[src/rtl/mc_controller_pkg.sv]
// Shared types and constants for the multi-cycle controller: FSM states,
// opcode encodings, ALU-op constants and the decoder result record.
package mc_controller_pkg;

    typedef enum logic [2:0] {
        ST_IDLE,
        ST_ARMED,
        ST_FETCH,
        ST_DECODE,
        ST_EXEC,
        ST_MEM,
        ST_WB,
        ST_FAULT
    } state_e;

    typedef enum logic [2:0] {
        CLS_ALU,
        CLS_IMM,
        CLS_MEM,
        CLS_CTRL,
        CLS_NOP
    } op_class_e;

    localparam logic [4:0] OP_LD   = 5'b10000;
    localparam logic [4:0] OP_ST   = 5'b10001;
    localparam logic [4:0] OP_BZ   = 5'b10100;
    localparam logic [4:0] OP_BNZ  = 5'b10101;
    localparam logic [4:0] OP_BC   = 5'b10110;
    localparam logic [4:0] OP_BNC  = 5'b10111;
    localparam logic [4:0] OP_JMP  = 5'b11100;
    localparam logic [4:0] OP_CALL = 5'b11101;
    localparam logic [4:0] OP_RET  = 5'b11110;

    localparam logic [3:0] ALU_OP_PASS = 4'd0;
    localparam logic [3:0] ALU_OP_EXT  = 4'd8;

    typedef struct packed {
        op_class_e  cls;
        logic [3:0] alu_op;
        logic       imm_and_mem;
        logic       c_write_en;
        logic       z_write_en;
    } dec_t;

endpackage

[src/rtl/mc_controller_if.sv]
// Controller <-> IR/flags/datapath/memory signal bundle. The master side is the
// controller; the slave side is everything it steers.
interface mc_controller_if #(
    parameter int ALU_OP_W = 4
);
    logic                start;
    logic                halt;
    logic [4:0]          opcode_func;
    logic                c_in;
    logic                z_in;
    logic                mem_ready;

    logic                mem_req;
    logic                ir_load;
    logic                pc_en;
    logic                reg_write_en;
    logic                mem_write_en;
    logic                imm_and_mem;
    logic                ldm;
    logic                stm;
    logic                branch;
    logic                jmp;
    logic                ret;
    logic                push;
    logic                pop;
    logic                c_write_en;
    logic                z_write_en;
    logic [ALU_OP_W-1:0] alu_op;
    logic                busy;
    logic                fault;

    modport master (
        input  start, halt, opcode_func, c_in, z_in, mem_ready,
        output mem_req, ir_load, pc_en, reg_write_en, mem_write_en, imm_and_mem,
               ldm, stm, branch, jmp, ret, push, pop, c_write_en, z_write_en,
               alu_op, busy, fault
    );

    modport slave (
        output start, halt, opcode_func, c_in, z_in, mem_ready,
        input  mem_req, ir_load, pc_en, reg_write_en, mem_write_en, imm_and_mem,
               ldm, stm, branch, jmp, ret, push, pop, c_write_en, z_write_en,
               alu_op, busy, fault
    );
endinterface

[src/rtl/mc_decode.sv]
// Combinational opcode classifier: instruction class, base ALU op and flag
// write enables, shared by the DECODE and EXEC states.
module mc_decode
    import mc_controller_pkg::*;
(
    input  logic [4:0] opcode_func,
    output dec_t       dec
);

    always_comb begin
        // NOTE: every field gets a default before the case so no path can infer a latch.
        dec.cls         = CLS_NOP;
        dec.alu_op      = ALU_OP_PASS;
        dec.imm_and_mem = 1'b0;
        dec.c_write_en  = 1'b0;
        dec.z_write_en  = 1'b0;

        casez (opcode_func)
            5'b00???: begin
                dec.cls        = CLS_ALU;
                dec.alu_op     = {1'b0, opcode_func[2:0]};
                dec.c_write_en = 1'b1;
                dec.z_write_en = 1'b1;
            end
            5'b01???: begin
                dec.cls         = CLS_IMM;
                dec.alu_op      = {1'b0, opcode_func[2:0]};
                dec.imm_and_mem = 1'b1;
                dec.c_write_en  = 1'b1;
                dec.z_write_en  = 1'b1;
            end
            // 11000/11001 update both flags; 11010/11011 update Z only.
            5'b110??: begin
                dec.cls        = CLS_ALU;
                dec.alu_op     = ALU_OP_EXT | {2'b00, opcode_func[1:0]};
                dec.c_write_en = ~opcode_func[1];
                dec.z_write_en = 1'b1;
            end
            OP_LD, OP_ST: dec.cls = CLS_MEM;
            OP_BZ, OP_BNZ, OP_BC, OP_BNC, OP_JMP, OP_CALL, OP_RET: dec.cls = CLS_CTRL;
            default: dec.cls = CLS_NOP;
        endcase
    end

endmodule

[src/rtl/mc_controller.sv]
// Multi-cycle CPU controller: FETCH/DECODE/EXEC/MEM/WB sequencing with a
// mem_ready handshake and watchdog. Define CTRL_CALL_GUARD_EN to add the call-depth guard.
module mc_controller
    import mc_controller_pkg::*;
#(
    parameter int ALU_OP_W    = 4,
    parameter int CALL_DEPTH  = 8,
    parameter int MEM_TIMEOUT = 15
) (
    input  logic                  clk,
    input  logic                  rst,
    mc_controller_if.master       bus
);

    localparam int WD_W = (MEM_TIMEOUT < 1) ? 1 : $clog2(MEM_TIMEOUT + 1);
    localparam logic [WD_W-1:0] WD_LIMIT = WD_W'(MEM_TIMEOUT);

    state_e          state_q, state_d;
    logic [WD_W-1:0] wd_cnt_q, wd_cnt_d;
    logic [WD_W-1:0] wd_next;
    logic            wd_hit;
    dec_t            dec;
    logic [3:0]      alu_base;
    logic            call_fire, ret_fire;
    logic            call_block, ret_block;

    mc_decode u_decode (
        .opcode_func (bus.opcode_func),
        .dec         (dec)
    );

    assign wd_next = wd_cnt_q + WD_W'(1);
    assign wd_hit  = (MEM_TIMEOUT != 0) && (wd_next == WD_LIMIT);

    always_comb begin
        state_d          = state_q;
        wd_cnt_d         = '0;
        call_fire        = 1'b0;
        ret_fire         = 1'b0;
        alu_base         = ALU_OP_PASS;
        bus.mem_req      = 1'b0;
        bus.ir_load      = 1'b0;
        bus.pc_en        = 1'b0;
        bus.reg_write_en = 1'b0;
        bus.mem_write_en = 1'b0;
        bus.imm_and_mem  = 1'b0;
        bus.ldm          = 1'b0;
        bus.stm          = 1'b0;
        bus.branch       = 1'b0;
        bus.jmp          = 1'b0;
        bus.ret          = 1'b0;
        bus.push         = 1'b0;
        bus.pop          = 1'b0;
        bus.c_write_en   = 1'b0;
        bus.z_write_en   = 1'b0;

        unique case (state_q)
            ST_IDLE:  if (bus.start)  state_d = ST_ARMED;
            ST_ARMED: if (!bus.start) state_d = ST_FETCH;

            ST_FETCH: begin
                bus.mem_req = 1'b1;
                if (bus.mem_ready) begin
                    bus.ir_load = 1'b1;
                    state_d     = ST_DECODE;
                end else if (wd_hit) begin
                    state_d = ST_FAULT;
                end else begin
                    wd_cnt_d = wd_next;
                end
            end

            ST_DECODE: begin
                if (bus.halt) begin
                    state_d = ST_IDLE;
                end else begin
                    unique case (dec.cls)
                        CLS_ALU, CLS_IMM: state_d = ST_EXEC;
                        CLS_MEM:          state_d = ST_MEM;
                        CLS_CTRL: begin
                            state_d   = ST_FETCH;
                            bus.pc_en = 1'b1;
                            if (bus.opcode_func == OP_JMP) begin
                                bus.jmp = 1'b1;
                            end else if (bus.opcode_func == OP_CALL) begin
                                if (call_block) begin
                                    state_d   = ST_FAULT;
                                    bus.pc_en = 1'b0;
                                end else begin
                                    bus.jmp   = 1'b1;
                                    bus.push  = 1'b1;
                                    call_fire = 1'b1;
                                end
                            end else if (bus.opcode_func == OP_RET) begin
                                if (ret_block) begin
                                    state_d   = ST_FAULT;
                                    bus.pc_en = 1'b0;
                                end else begin
                                    bus.ret  = 1'b1;
                                    bus.pop  = 1'b1;
                                    ret_fire = 1'b1;
                                end
                            end else begin
                                // Bits [1:0] of 101xx select z, !z, c, !c.
                                unique case (bus.opcode_func[1:0])
                                    2'b00: bus.branch = bus.z_in;
                                    2'b01: bus.branch = ~bus.z_in;
                                    2'b10: bus.branch = bus.c_in;
                                    2'b11: bus.branch = ~bus.c_in;
                                endcase
                            end
                        end
                        default: begin
                            bus.pc_en = 1'b1;
                            state_d   = ST_FETCH;
                        end
                    endcase
                end
            end

            ST_EXEC: begin
                alu_base         = dec.alu_op;
                bus.reg_write_en = 1'b1;
                bus.pc_en        = 1'b1;
                bus.imm_and_mem  = dec.imm_and_mem;
                bus.c_write_en   = dec.c_write_en;
                bus.z_write_en   = dec.z_write_en;
                state_d          = ST_FETCH;
            end

            ST_MEM: begin
                bus.mem_req      = 1'b1;
                bus.imm_and_mem  = 1'b1;
                bus.ldm          = (bus.opcode_func != OP_ST);
                bus.stm          = (bus.opcode_func == OP_ST);
                bus.mem_write_en = (bus.opcode_func == OP_ST);
                if (bus.mem_ready) begin
                    if (bus.opcode_func == OP_ST) begin
                        bus.pc_en = 1'b1;
                        state_d   = ST_FETCH;
                    end else begin
                        state_d = ST_WB;
                    end
                end else if (wd_hit) begin
                    state_d = ST_FAULT;
                end else begin
                    wd_cnt_d = wd_next;
                end
            end

            ST_WB: begin
                bus.reg_write_en = 1'b1;
                bus.ldm          = 1'b1;
                bus.imm_and_mem  = 1'b1;
                bus.pc_en        = 1'b1;
                state_d          = ST_FETCH;
            end

            ST_FAULT: state_d = ST_FAULT;

            default: state_d = ST_IDLE;
        endcase
    end

    assign bus.alu_op = ALU_OP_W'(alu_base);
    assign bus.busy   = (state_q == ST_FETCH) || (state_q == ST_DECODE) ||
                        (state_q == ST_EXEC)  || (state_q == ST_MEM)    ||
                        (state_q == ST_WB);
    assign bus.fault  = (state_q == ST_FAULT);

    // NOTE: state registers use non-blocking assignments so every flop samples pre-edge values.
    always_ff @(posedge clk) begin
        if (rst) begin
            state_q  <= ST_IDLE;
            wd_cnt_q <= '0;
        end else begin
            state_q  <= state_d;
            wd_cnt_q <= wd_cnt_d;
        end
    end

`ifdef CTRL_CALL_GUARD_EN
    localparam int DEPTH_W = $clog2(CALL_DEPTH + 1);
    localparam logic [DEPTH_W-1:0] DEPTH_MAX = DEPTH_W'(CALL_DEPTH);

    logic [DEPTH_W-1:0] depth_q, depth_d;

    assign call_block = (depth_q == DEPTH_MAX);
    assign ret_block  = (depth_q == '0);

    always_comb begin
        depth_d = depth_q;
        if (call_fire) begin
            depth_d = depth_q + DEPTH_W'(1);
        end else if (ret_fire) begin
            depth_d = depth_q - DEPTH_W'(1);
        end
    end

    always_ff @(posedge clk) begin
        if (rst) begin
            depth_q <= '0;
        end else begin
            depth_q <= depth_d;
        end
    end
`else
    // Without the guard, calls and returns are never blocked and depth is not tracked.
    logic unused_guard;
    assign call_block   = 1'b0;
    assign ret_block    = 1'b0;
    assign unused_guard = call_fire ^ ret_fire ^ (CALL_DEPTH > 0);
`endif

endmodule

[src/flat_wrapper.sv]
// flat-port wrapper written by rule: the top's interface ports become plain ports
module mc_controller_flat import mc_controller_pkg::*;
#(
    parameter int ALU_OP_W    = 4,
    parameter int CALL_DEPTH  = 8,
    parameter int MEM_TIMEOUT = 15
)
  (clk, rst, bus_start, bus_halt, bus_opcode_func, bus_c_in, bus_z_in, bus_mem_ready, bus_mem_req, bus_ir_load, bus_pc_en, bus_reg_write_en, bus_mem_write_en, bus_imm_and_mem, bus_ldm, bus_stm, bus_branch, bus_jmp, bus_ret, bus_push, bus_pop, bus_c_write_en, bus_z_write_en, bus_alu_op, bus_busy, bus_fault);
  mc_controller_if #(.ALU_OP_W(ALU_OP_W)) bus_i ();
  input  logic clk;
  input  logic rst;
  input wire logic [$bits(bus_i.start)-1:0] bus_start;
  input wire logic [$bits(bus_i.halt)-1:0] bus_halt;
  input wire logic [$bits(bus_i.opcode_func)-1:0] bus_opcode_func;
  input wire logic [$bits(bus_i.c_in)-1:0] bus_c_in;
  input wire logic [$bits(bus_i.z_in)-1:0] bus_z_in;
  input wire logic [$bits(bus_i.mem_ready)-1:0] bus_mem_ready;
  output wire logic [$bits(bus_i.mem_req)-1:0] bus_mem_req;
  output wire logic [$bits(bus_i.ir_load)-1:0] bus_ir_load;
  output wire logic [$bits(bus_i.pc_en)-1:0] bus_pc_en;
  output wire logic [$bits(bus_i.reg_write_en)-1:0] bus_reg_write_en;
  output wire logic [$bits(bus_i.mem_write_en)-1:0] bus_mem_write_en;
  output wire logic [$bits(bus_i.imm_and_mem)-1:0] bus_imm_and_mem;
  output wire logic [$bits(bus_i.ldm)-1:0] bus_ldm;
  output wire logic [$bits(bus_i.stm)-1:0] bus_stm;
  output wire logic [$bits(bus_i.branch)-1:0] bus_branch;
  output wire logic [$bits(bus_i.jmp)-1:0] bus_jmp;
  output wire logic [$bits(bus_i.ret)-1:0] bus_ret;
  output wire logic [$bits(bus_i.push)-1:0] bus_push;
  output wire logic [$bits(bus_i.pop)-1:0] bus_pop;
  output wire logic [$bits(bus_i.c_write_en)-1:0] bus_c_write_en;
  output wire logic [$bits(bus_i.z_write_en)-1:0] bus_z_write_en;
  output wire logic [$bits(bus_i.alu_op)-1:0] bus_alu_op;
  output wire logic [$bits(bus_i.busy)-1:0] bus_busy;
  output wire logic [$bits(bus_i.fault)-1:0] bus_fault;
  assign bus_i.start = bus_start;
  assign bus_i.halt = bus_halt;
  assign bus_i.opcode_func = bus_opcode_func;
  assign bus_i.c_in = bus_c_in;
  assign bus_i.z_in = bus_z_in;
  assign bus_i.mem_ready = bus_mem_ready;
  assign bus_mem_req = bus_i.mem_req;
  assign bus_ir_load = bus_i.ir_load;
  assign bus_pc_en = bus_i.pc_en;
  assign bus_reg_write_en = bus_i.reg_write_en;
  assign bus_mem_write_en = bus_i.mem_write_en;
  assign bus_imm_and_mem = bus_i.imm_and_mem;
  assign bus_ldm = bus_i.ldm;
  assign bus_stm = bus_i.stm;
  assign bus_branch = bus_i.branch;
  assign bus_jmp = bus_i.jmp;
  assign bus_ret = bus_i.ret;
  assign bus_push = bus_i.push;
  assign bus_pop = bus_i.pop;
  assign bus_c_write_en = bus_i.c_write_en;
  assign bus_z_write_en = bus_i.z_write_en;
  assign bus_alu_op = bus_i.alu_op;
  assign bus_busy = bus_i.busy;
  assign bus_fault = bus_i.fault;
  mc_controller #(.ALU_OP_W(ALU_OP_W), .CALL_DEPTH(CALL_DEPTH), .MEM_TIMEOUT(MEM_TIMEOUT)) u_core (.clk(clk), .rst(rst), .bus(bus_i));
endmodule
[config.mk]
export PLATFORM = sky130hd
export DESIGN_NAME = mc_controller_flat
export DESIGN_NICKNAME = d
export VERILOG_FILES = /design/src/rtl/mc_controller_pkg.sv /design/src/rtl/mc_controller_if.sv /design/src/rtl/mc_decode.sv /design/src/rtl/mc_controller.sv /design/src/flat_wrapper.sv
export SDC_FILE = /design/constraint.sdc
export NUM_CORES = 1
export LEC_CHECK = 0
export ABC_AREA = 1
export BUFFER_PORTS_ARGS = -buffer_cell sky130_fd_sc_hd__buf_2
export CAP_MARGIN = 15
export CELL_PAD_IN_SITES_DETAIL_PLACEMENT = 1
export CELL_PAD_IN_SITES_GLOBAL_PLACEMENT = 1
export CORE_MARGIN = 1
export CORE_UTILIZATION = 32
export DETAILED_ROUTE_END_ITERATION = 10
export HOLD_SLACK_MARGIN = 0.1
export PLACE_DENSITY = 0.92
export REMOVE_ABC_BUFFERS = 1
export SETUP_SLACK_MARGIN = 0.15
export SYNTH_ARGS = -nofsm -noshare
export SYNTH_HDL_FRONTEND = slang
export SYNTH_SLANG_ARGS = --single-unit
[constraint.sdc]
create_clock -name clk -period 1.8 [get_ports clk]
set_input_delay 0.36 -clock clk [delete_from_list [all_inputs] [get_ports clk]]
set_output_delay 0.36 -clock clk [all_outputs]
set_load 0.02 [all_outputs]
# --- Word-level counts from Yosys, hierarchy flattened ---
# Cells that the tools add are included.
classes:
  add_sub_neg: 1
  n_eq_ne: 28
  mux: 50
  n_bitwise: 4
  n_reduce_logical: 19
op_table:
  columns: ["cell", "count"]
  rows:
  - ["5-bit equality test (second input constant)", 9]
  - ["1-bit 2-to-1 mux", 33]
  - ["3-bit 2-to-1 mux", 7]
  - ["3-bit case mux with 7 select lines", 1]
  - ["3-bit equality test (second input constant)", 5]
  - ["2-bit OR reduction", 7]
  - ["3-bit by 2-bit equality test with 1-bit output (second input constant)", 4]
  - ["3-bit case mux with 4 select lines", 1]
  - ["4-bit case mux with 2 select lines", 1]
  - ["7-bit OR reduction", 1]
  - ["3-bit by 1-bit equality test with 1-bit output (second input constant)", 2]
  - ["3-bit zero test", 2]
  - ["3-bit case mux with 2 select lines", 1]
  - ["5-bit != test (second input constant)", 1]
  - ["4-bit by 1-bit adder with 4-bit output (second input constant)", 1]
  - ["2-bit by 1-bit equality test with 1-bit output (second input constant)", 2]
  - ["2-bit equality test (second input constant)", 2]
  - ["4-bit equality test (second input constant)", 1]
  - ["2-bit zero test", 2]
  - ["1-bit logical OR", 4]
  - ["4-bit 2-to-1 mux", 1]
  - ["2-bit != test (second input constant)", 2]
  - ["1-bit inverter", 4]
  - ["1-bit case mux with 2 select lines", 2]
  - ["other kinds (6)", 6]
totals:
  regBits: 7
  in_bits: 12
  out_inout_bits: 21
  word_cells: 104

# --- Longest topological paths before layout ---
# Gate-level depths: netlist (run 1).
depth:
  ltp_word: 8
  depth_mapped: 11
  mapped_depth_nobuf: 11

# --- By module ---
# Synthesis (run 1) repeated with hierarchy kept, for this count alone.
unflattened:
  cells_unflattened: 141
  hier_area_um2: 788.3
by_module_without_submodules:
  columns: ["module", "instances", "cells_each", "area_per_inst_um2", "seq_area_each_um2"]
  rows:
  - ["mc_controller", 1, 119, 674.4, 140.1]
  - ["mc_decode", 1, 22, 113.9, 0.0]

# --- Worst setup path before layout (run 1) ---
# OpenSTA, ideal clock, no wires.
synth_path:
  path_kind: "register -> output"
  start: "register u_core.state_q[0]"
  end: "output port bus_ret"
  arrival_time_ns: 1.513
  t_required_ns: 1.440
  path_slack_ns: -0.073
  stages_incl_launch_ff: 9
  n_path_buf: 2
  cell_sequence: "dfxtp_1 buf_6 nand2_2 inv_2 nand2_2 nor2_4 inv_2 nor3_1 buf_4"
synth_via:
  elab_chain_cells: 2
synth_rtl:
  columns: ["item", "line", "text"]
  rows:
  - ["from (decl)", "mc_controller.sv:18", "state_e state_q, state_d;"]
  - ["from (signal assigned)", "mc_controller.sv:177", "state_q <= state_d;"]
  - ["3-bit by 2-bit equality test with 1-bit output", null, null]
  - ["1-bit 2-to-1 mux", null, null]
  - ["to (decl)", "flat_wrapper.sv:28", "output wire logic [$bits(bus_i.ret)-1:0] bus_ret;"]
# No other way between the ends.

# --- Final worst setup path (run 1) ---
layout_path:
  start: "register u_core.state_q[1]"
  end: "output port bus_branch"
layout_via:
  elab_chain_cells: 2
layout_rtl:
  columns: ["item", "line", "text"]
  rows:
  - ["3-bit by 2-bit equality test with 1-bit output", "mc_controller.sv:57", "unique case (state_q)"]
  - ["1-bit 2-to-1 mux", "mc_controller.sv:57", null]
  - ["to (decl)", "flat_wrapper.sv:26", "output wire logic [$bits(bus_i.branch)-1:0] bus_branch;"]
# No other way between the ends.

==> flow_summary.yaml, run 1 <==
finish:
  area_delta_synth_final_pct: 52.8
  n_fill_cell: 275
  layout.nets: 176
  drive_gt1_share_pct: 50.3
  final_common_cell: "nand2_1"
  diodes: 0
  post-route-cell-area_sq_mm: 0.00112
  final_cell_count_no_fill: 188
  final_cell_mix: "25 x nand2_1, 19 x buf_2, 16 x buf_4"
drt:
  drt_wl_total_microns: 3000
  wl_per_cell_microns: 15.9
  drcViolationCount: 0
  post_drt_via_cell_ratio: 5.11
  drt-initial-drc-count: 9
  drtPass1Iterations: 4
  postRouteAntennaNets: 0
  vias: 960
timing:
  fin_crit_ns: 1.71
  fin_crit_sh_pct: 95.1
  setup_viol_count_final: 0
  slew_viol_final: 0
  max_freq_mhz: 584
  report.final.hold_viol_count: 0
  final.setup_skew_ns: 0.00730
  worst_pin_slew_ns: 0.287
  slew_headroom_pct: 80.8
  rsz0062_at_grt: "true"
synth:
  synth-async-reset-ratio_pct: 0
  netlist_area_sq_um: 734
  yosys_warnings: 0
  synth_ff_type: "dfxtp_1"
  synth_edf_count: 0
  ys_seq_elements: 7
  seq_area_frac_synth_pct: 19.1
  syn_area_per_cell_sq_um: 6.12
  postSynthCellCount: 120
  netlist-cell-type-count: 27
placement:
  io_buffers: 32
  dpl.cell_count: 176
  placed_cell_area_sq_um: 902
  routabilityCongestion: 0.758
  detailed_place_hpwl_microns: 1890
cts:
  cts_sinks: 7
  clockBufferDepth: 2
  cts_buffers: 3
  ctsHoldBuffers: 0
  cts_root_buffer: "clkbuf_4"
  path_clk_slew_ns: 0.06
  htree_levels: 1
  clk_latency_ns: 0.25
  cts_tree: "built"
grt:
  grt_antenna_before_repair: 0
  grt_start_max_net_pins: 8
  grt-ovfl-total: 0
  grt_pass1_wl_microns: 4420
  grt_use_total_pct: 23.4
  grt_pass1_vias: 919
floorplanning:
  fp.dieArea_sq_mm: 0.00249
  rows: 16
  die_h_microns: 49.9
  die_w_microns: 49.9
  core_sq_mm: 0.00206
  start_util_pct: 35.6
  io_pins: 33
worst_setup_path:
  crit_fanout: 5
  path_class: "flop to output port"
  critPathRequiredTime_ns: 1.44
  cp.arrival_ns: 1.35
  endpoint_kind: "output port"
  start_kind: "flop"
outcome:
  status: "finished, final reports clean"
power_and_ir_drop:
  leakagePower_nw: 0.586
  p_per_area_mw_per_mm2: 424
  peakVddDrop_mv: 0.267
  seqPwrFrac_pct: 35.6
  combPwrFrac_pct: 33.0
  p_clk_share_pct: 31.5
  p_sw_share_pct: 36.7
  p_sw_mw: 0.175
  internal_power_mw: 0.301
job:
  drv_cap: 0
min_path:
  hold_class: "input port to flop"
==> path summary, 6_finish.rpt <==
kind	start	to	slack, ns	depth (start not counted)
worst max-delay path	u_core.state_q[1]	bus_branch	0.09	7
worst min-delay path	rst	u_core.state_q[2]	0.31	2
worst max register to register	u_core.wd_cnt_q[0]	u_core.state_q[0]	0.31	11
worst min register to register	u_core.wd_cnt_q[0]	u_core.wd_cnt_q[0]	0.51	1
==> cells in the mapped netlist (2+ instances only) <==
| cell type | number | area share [%] |
|---|---|---|
| nand2_1 | 28 | 14 |
| inv_1 | 18 | 9.2 |
| nor2_1 | 16 | 8.2 |
| nand3_1 | 9 | 6.1 |
| dfxtp_1 | 7 | 19 |
| inv_2 | 5 | 2.6 |
| a21oi_1 | 4 | 2.7 |
| nand2_2 | 4 | 3.4 |
| nand4_1 | 3 | 2.6 |
| nor3_1 | 3 | 2.0 |
| a21oi_2 | 2 | 2.4 |
| buf_4 | 2 | 2.0 |
| ha_1 | 2 | 3.4 |
| nor2_2 | 2 | 1.7 |
| nor2_4 | 2 | 3.1 |
| o21ai_0 | 2 | 1.4 |
==> through the flow <==
step                      setup TNS [ns]  power [mW]  utilization, %  setup WS (ns)  hold slack [ns]
after global routing                   0       0.501            54.4         0.0316            0.292
final                                  0       0.476            54.4         0.0883            0.307
after CTS                              0       0.446            50.5         0.0974            0.297
after detailed placement               0       0.286            43.8         0.0588            0.470
after global placement                 0       0.278            43.8          0.166            0.454
after floorplan                   -0.498       0.244               -         -0.249            0.422
==> logic make-up after synthesis <==
kind of cell / share of synthesized area, %
xor+xnor: 1.19
compound gates: 8.86
simple gates: 52.1
flops: 19.1
buf+inv: 15.3
fa+ha+maj: 3.41
==> registers in the layout, summed over array words and instances, names as in the netlist <==
| register | flops |
|---|---|
| u_core.state_q | 3 |
| u_core.wd_cnt_q | 4 |
==> per-layer routing <==
layer,global-route usage (%),wire length (microns)
met1,29.7,1330
met2,39.4,1510
met3,3.09,84
met4,9.05,73
met5,0,0
==> worst max-delay path, stage by stage, from the launching register on <==
cell and delay (ns):
dfxtp_4 0.38, nand2_2 0.07, inv_2 0.07, nand2_2 0.06, nor2_4 0.10, inv_2 0.08
nor4_2 0.15, buf_4 0.18
==> power by group through the flow <==
stage	Sequential, mW	Combinational (mW)	Clock [mW]
3_3_place_gp	0.175	0.104	0
3_5_place_dp	0.176	0.110	0
4_1_cts	0.168	0.134	0.144
5_1_grt	0.170	0.169	0.162
6_report	0.170	0.157	0.150
2_1_floorplan	0.173	0.0710	0
==> cell type report <==
class / instances / area, sq um / area share (%)
clock buffers: 4 / 26.3 / 2.34
well taps: 27 / 33.8 / 3.01
inverters: 23 / 91.3 / 8.14
flip-flops and latches: 7 / 151 / 13.5
repair buffers: 40 / 272 / 24.2
multi-input cells: 87 / 548 / 48.8
==> what timing repair did <==
item | CTS | global route
pin swaps | 4 | 5
setup buffers | 7 | 1
endpoints found under the setup margin | 17 | 14
resized for setup | 22 | 23
No activity file was read; power rests on OpenSTA's default activity.
==> inputs of run 2 (changes only) <==
- ABC_AREA: 1 -> 0
- PLACE_DENSITY: 0.92 -> 0.91
==> flow_summary.yaml, run 2 <==
outcome:
  status: "finished with violations"
  violations: "setup timing"
drt:
  drtPass1Iterations: 4
  post_drt_via_cell_ratio: 5.61
  postRouteAntennaNets: 0
  drt-initial-drc-count: 11
  drcViolationCount: 0
  drt_wl_total_microns: 3460
  wl_per_cell_microns: 20.9
  vias: 926
floorplanning:
  die_h_microns: 47.5
  io_pins: 33
  rows: 16
  start_util_pct: 33.7
  core_sq_mm: 0.00196
  fp.dieArea_sq_mm: 0.00225
  die_w_microns: 47.5
grt:
  grt_pass1_vias: 930
  grt_use_total_pct: 27.5
  grt-ovfl-total: 0
  grt_start_max_net_pins: 10
  grt_antenna_before_repair: 0
  grt_pass1_wl_microns: 4170
worst_setup_path:
  cp.arrival_ns: 1.60
  critPathRequiredTime_ns: 1.44
  endpoint_kind: "output port"
  path_class: "flop to output port"
  crit_fanout: 4
  start_kind: "flop"
placement:
  routabilityCongestion: 0.835
  dpl.cell_count: 151
  io_buffers: 32
  detailed_place_hpwl_microns: 1720
  placed_cell_area_sq_um: 885
  post-place-ws_ns: -0.137
finish:
  seqCellArea_sq_um: 149
  final_cell_count_no_fill: 165
  final_cell_mix: "25 x buf_4, 14 x buf_6, 12 x buf_2"
  final_core_util_pct: 61.5
  drive_gt1_share_pct: 59.4
  n_fill_cell: 244
  multiInputGateArea_sq_um: 578
  layout.nets: 153
  largest_register_ff_count: 4
  largest_register: "u_core.wd_cnt_q"
  final_common_cell: "buf_4"
  post-route-cell-area_sq_mm: 0.00121
  diodes: 0
  top_regs: "u_core.wd_cnt_q x4, u_core.state_q x3"
  area_delta_synth_final_pct: 82.4
min_path:
  hold_class: "input port to flop"
cts:
  cts_sinks: 7
  clk_latency_ns: 0.26
  htree_levels: 1
  cts_buffers: 3
  cts_root_buffer: "clkbuf_4"
  ctsHoldBuffers: 0
  cts_tree: "built"
  path_clk_slew_ns: 0.06
  clockBufferDepth: 2
job:
  drv_cap: 0
synth:
  netlist-cell-type-count: 40
  yosys_warnings: 0
  seq_area_frac_synth_pct: 21.2
  synth_top_cell_area_share_pct: 21.2
  synth_edf_count: 0
  yosysMostFrequentCell: "nor2_1"
  ys_seq_elements: 7
  netlist_area_sq_um: 662
  syn_area_per_cell_sq_um: 7.44
  postSynthCellCount: 89
  synth_top_cell_by_area: "dfxtp_1"
  synth-async-reset-ratio_pct: 0
  ys_top_cells_by_count: "10 x nor2_1, 8 x nand2_1, 7 x dfxtp_1"
  synth_ff_type: "dfxtp_1"
  ys_top_cells_by_area: "dfxtp_1 21%, nor2_1 5.7%, nand2_1 4.5%"
timing:
  slew_viol_final: 0
  fin_crit_sh_pct: 109
  worst_pin_slew_ns: 0.459
  holdWs_ns: 0.295
  worst_slack_ns: -0.164
  max_freq_mhz: 509
  finalSetupTns_ns: -0.751
  report.final.hold_viol_count: 0
  final.setup_skew_ns: 0.0132
  setup_viol_count_final: 11
  slew_headroom_pct: 69.1
  fin_crit_ns: 1.96
  rsz0062_at_grt: "true"
power_and_ir_drop:
  p_per_area_mw_per_mm2: 342
  leakagePower_nw: 0.538
  power_mw: 0.413
  seqPwrFrac_pct: 39.4
  combPwrFrac_pct: 25.5
  internal_power_mw: 0.287
  p_sw_share_pct: 30.4
  p_sw_mw: 0.126
  peakVddDrop_mv: 0.515
  p_clk_share_pct: 35.1
## run 2: final timing paths
check	slack, ns	to	cells past startpoint	from
worst max-delay path	-0.16	bus_push	5	u_core.state_q[2]
worst min-delay path	0.29	u_core.state_q[0]	2	rst
worst max register to register	0.01	u_core.wd_cnt_q[1]	6	u_core.state_q[2]
worst min register to register	0.51	u_core.wd_cnt_q[0]	1	u_core.wd_cnt_q[0]
## run 2: power by group through the flow
| stage | clock (mW) | combinational, mW | sequential (mW) |
|---|---|---|---|
| 4_1_cts | 0.147 | 0.0848 | 0.161 |
| 3_3_place_gp | 0 | 0.0693 | 0.165 |
| 2_1_floorplan | 0 | 0.0298 | 0.166 |
| 5_1_grt | 0.157 | 0.111 | 0.163 |
| 3_5_place_dp | 0 | 0.0727 | 0.166 |
| 6_report | 0.145 | 0.105 | 0.163 |
## run 2: kinds of logic after synthesis
group / Yosys count / synth area share (%)
adder cells (fa/ha/maj): 2 / 3.78
XOR/XNOR: 3 / 3.97
flip-flops: 7 / 21.2
multiplexers: 1 / 1.51
AND/OR/NAND/NOR: 46 / 40.3
buffers and inverters: 10 / 8.13
AO/OA/AOI/OAI: 20 / 21.2
## run 2: layout make-up
type                    instances  share of cell area [%]
clock buffers                   4                    2.18
inverters                       4                    1.24
multi-input cells              72                    47.9
flip-flops and latches          7                    12.3
well taps                      27                    2.80
repair buffers                 51                    33.6
## run 2: critical path, cell delays in order, from the launching register on
cell and delay [ns]:
dfxtp_4 0.35, and4bb_2 0.35, nand4_1 0.16, nor2_1 0.18
and2_1 0.18, buf_6 0.12
## run 2: metal layers
metal / vias to the layer above / GRT usage [%] / wire length (microns)
met5: - / 0 / 0
met3: 17 / 6.79 / 167
met4: 0 / 14.3 / 168
met1: 452 / 23.5 / 1240
met2: 40 / 56.7 / 1880
li1: 417 / - / -
## run 2: timing repair
action                                  CTS  global route
buffers inserted                          9             1
pin swaps                                11             9
resized for setup                        39            26
endpoints found under the setup margin   19            25
==> inputs of run 3 (changes only) <==
- MAX_ROUTING_LAYER: unset -> met4
- SETUP_SLACK_MARGIN: 0.15 -> 0.1
==> flow_summary.yaml, run 3 (synthesis results as in run 2) <==
finish:
  top_regs: "u_core.wd_cnt_q x4, u_core.state_q x3"
  final_common_cell: "buf_4"
  area_delta_synth_final_pct: 81.9
  largest_register: "u_core.wd_cnt_q"
  drive_gt1_share_pct: 59.0
  n_fill_cell: 224
  final_cell_count_no_fill: 166
  diodes: 0
  layout.nets: 154
  largest_register_ff_count: 4
  post-route-cell-area_sq_mm: 0.00120
  final_cell_mix: "23 x buf_4, 15 x buf_2, 14 x buf_6"
grt:
  grt-ovfl-total: 0
  grt_pass1_vias: 954
  grt_start_max_net_pins: 10
  grt_use_total_pct: 26.4
  grt_pass1_wl_microns: 3980
  grt_antenna_before_repair: 0
min_path:
  min_from: "rst"
  hold_class: "input port to flop"
worst_setup_path:
  critPathRequiredTime_ns: 1.44
  cp_num_buf_inv: 3
  path_class: "flop to output port"
  max_stage_delay_ns: 0.36
  crit_top_cell: "buf_4"
  crit_fanout: 3
  cp.arrival_ns: 1.59
  cp_cell_sequence: "buf_4 > buf_4 > nand3b_1 > o311ai_1 > buf_4"
  start_kind: "flop"
  endpoint_kind: "output port"
  startpoint: "u_core.state_q[2]"
  worstReg2RegStart: "u_core.state_q[2]"
  slowest_stage: "dfxtp_4"
  crit_family: "buffers and inverters"
cts:
  clockBufferDepth: 2
  htree_levels: 1
  ctsHoldBuffers: 0
  cts_buffers: 3
  cts_tree: "built"
  clk_latency_ns: 0.26
  cts_sinks: 7
  cts_root_buffer: "clkbuf_4"
  path_clk_slew_ns: 0.07
drt:
  drcViolationCount: 0
  drtPass1Iterations: 4
  wl_met1_microns: 1320
  vias: 942
  drt-initial-drc-count: 38
  postRouteAntennaNets: 0
  highest_layer: "met4"
  drt_wl_total_microns: 3480
  routed-wl-met3_microns: 183
  wl_per_cell_microns: 20.9
  met2WireLength_microns: 1880
  post_drt_via_cell_ratio: 5.67
floorplanning:
  core_sq_mm: 0.00196
  die_w_microns: 47.5
  fp.dieArea_sq_mm: 0.00225
  die_h_microns: 47.5
  rows: 16
  start_util_pct: 33.7
  io_pins: 33
outcome:
  status: "finished with violations"
  violations: "setup timing"
timing:
  report.final.hold_viol_count: 0
  slew_viol_final: 0
  worst_slack_ns: -0.153
  fin_crit_sh_pct: 108
  rsz0062_at_grt: "true"
  slew_headroom_pct: 67.0
  worst_pin_slew_ns: 0.492
  max_freq_mhz: 512
  fin_crit_ns: 1.95
  setup_viol_count_final: 13
  final.setup_skew_ns: 0.0167
job:
  drv_cap: 0
power_and_ir_drop:
  power_mw: 0.413
  peakVddDrop_mv: 0.450
  p_per_area_mw_per_mm2: 343
  leakagePower_nw: 0.546
placement:
  io_buffers: 32
  routabilityCongestion: 0.848
  detailed_place_hpwl_microns: 1720
  placed_cell_area_sq_um: 885
  dpl.cell_count: 151
-- run 3: changes by cell type in the layout (fill, tap and decap cells not counted), sizes merged --
cell	previous run	this run
buf	51	52
-- run 3: worst register-to-register path, delay by kind of cell (launching register included) --
| kind | cells | cell delay (ns) |
|---|---|---|
| buffers and inverters | 3 | 0.43 |
| and+or+nand+nor | 4 | 0.86 |
| DFF | 1 | 0.36 |
-- run 3: repair_timing --
action / in CTS / in global routing
pin swaps: 10 / 12
endpoints found under the setup margin: 17 / 21
buffers inserted: 9 / 2
gates resized for setup: 30 / 34
hold endpoints to repair: 0 / 0
-- run 3: path summary, 6_finish.rpt --
path / end / slack, ns / depth (start not counted)
min reg2reg: u_core.wd_cnt_q[0] / 0.46 / 1
min: u_core.state_q[0] / 0.30 / 2
max: bus_pc_en / -0.15 / 5
max reg2reg: u_core.wd_cnt_q[1] / 0.07 / 7
-- run 3: per-layer routing --
metal / vias to the layer above / track usage, %
met5: - / -
met4: 0 / 10.9
met3: 12 / 6.04
met2: 49 / 51.8
met1: 463 / 23.9
li1: 418 / -
-- run 3: per-stage QoR --
| step | hold slack, ns | utilization, % | setup slack, ns | setup TNS (ns) |
|---|---|---|---|---|
| final | 0.301 | 61.4 | -0.153 | -0.723 |
| after global routing | 0.299 | 61.4 | -0.188 | -1.27 |
| after CTS | 0.272 | 54.1 | -0.0471 | -0.122 |
| after detailed placement | 0.487 | 45.1 | -0.137 | -0.226 |
| after global placement | 0.474 | 45.1 | -0.0639 | -0.0639 |
| after floorplan | 0.429 | - | -0.401 | -1.81 |
-- run 3: final cells by class --
type / instances / area (sq um) / share of cell area (%)
Multi-Input combinational cell: 72 / 573 / 47.6
Timing Repair Buffer: 52 / 405 / 33.7
Sequential cell: 7 / 150 / 12.5
Tap cell: 27 / 33.8 / 2.81
Clock buffer: 4 / 26.3 / 2.18
Inverter: 4 / 15.0 / 1.25
-- run 3: report_power, final --
group	switching [mW]	internal, mW	leakage [nW]
Sequential	0.00598	0.157	0.0591
Clock	0.0616	0.0848	0.0150
Combinational	0.0605	0.0437	0.472
Total	0.128	0.285	0.546
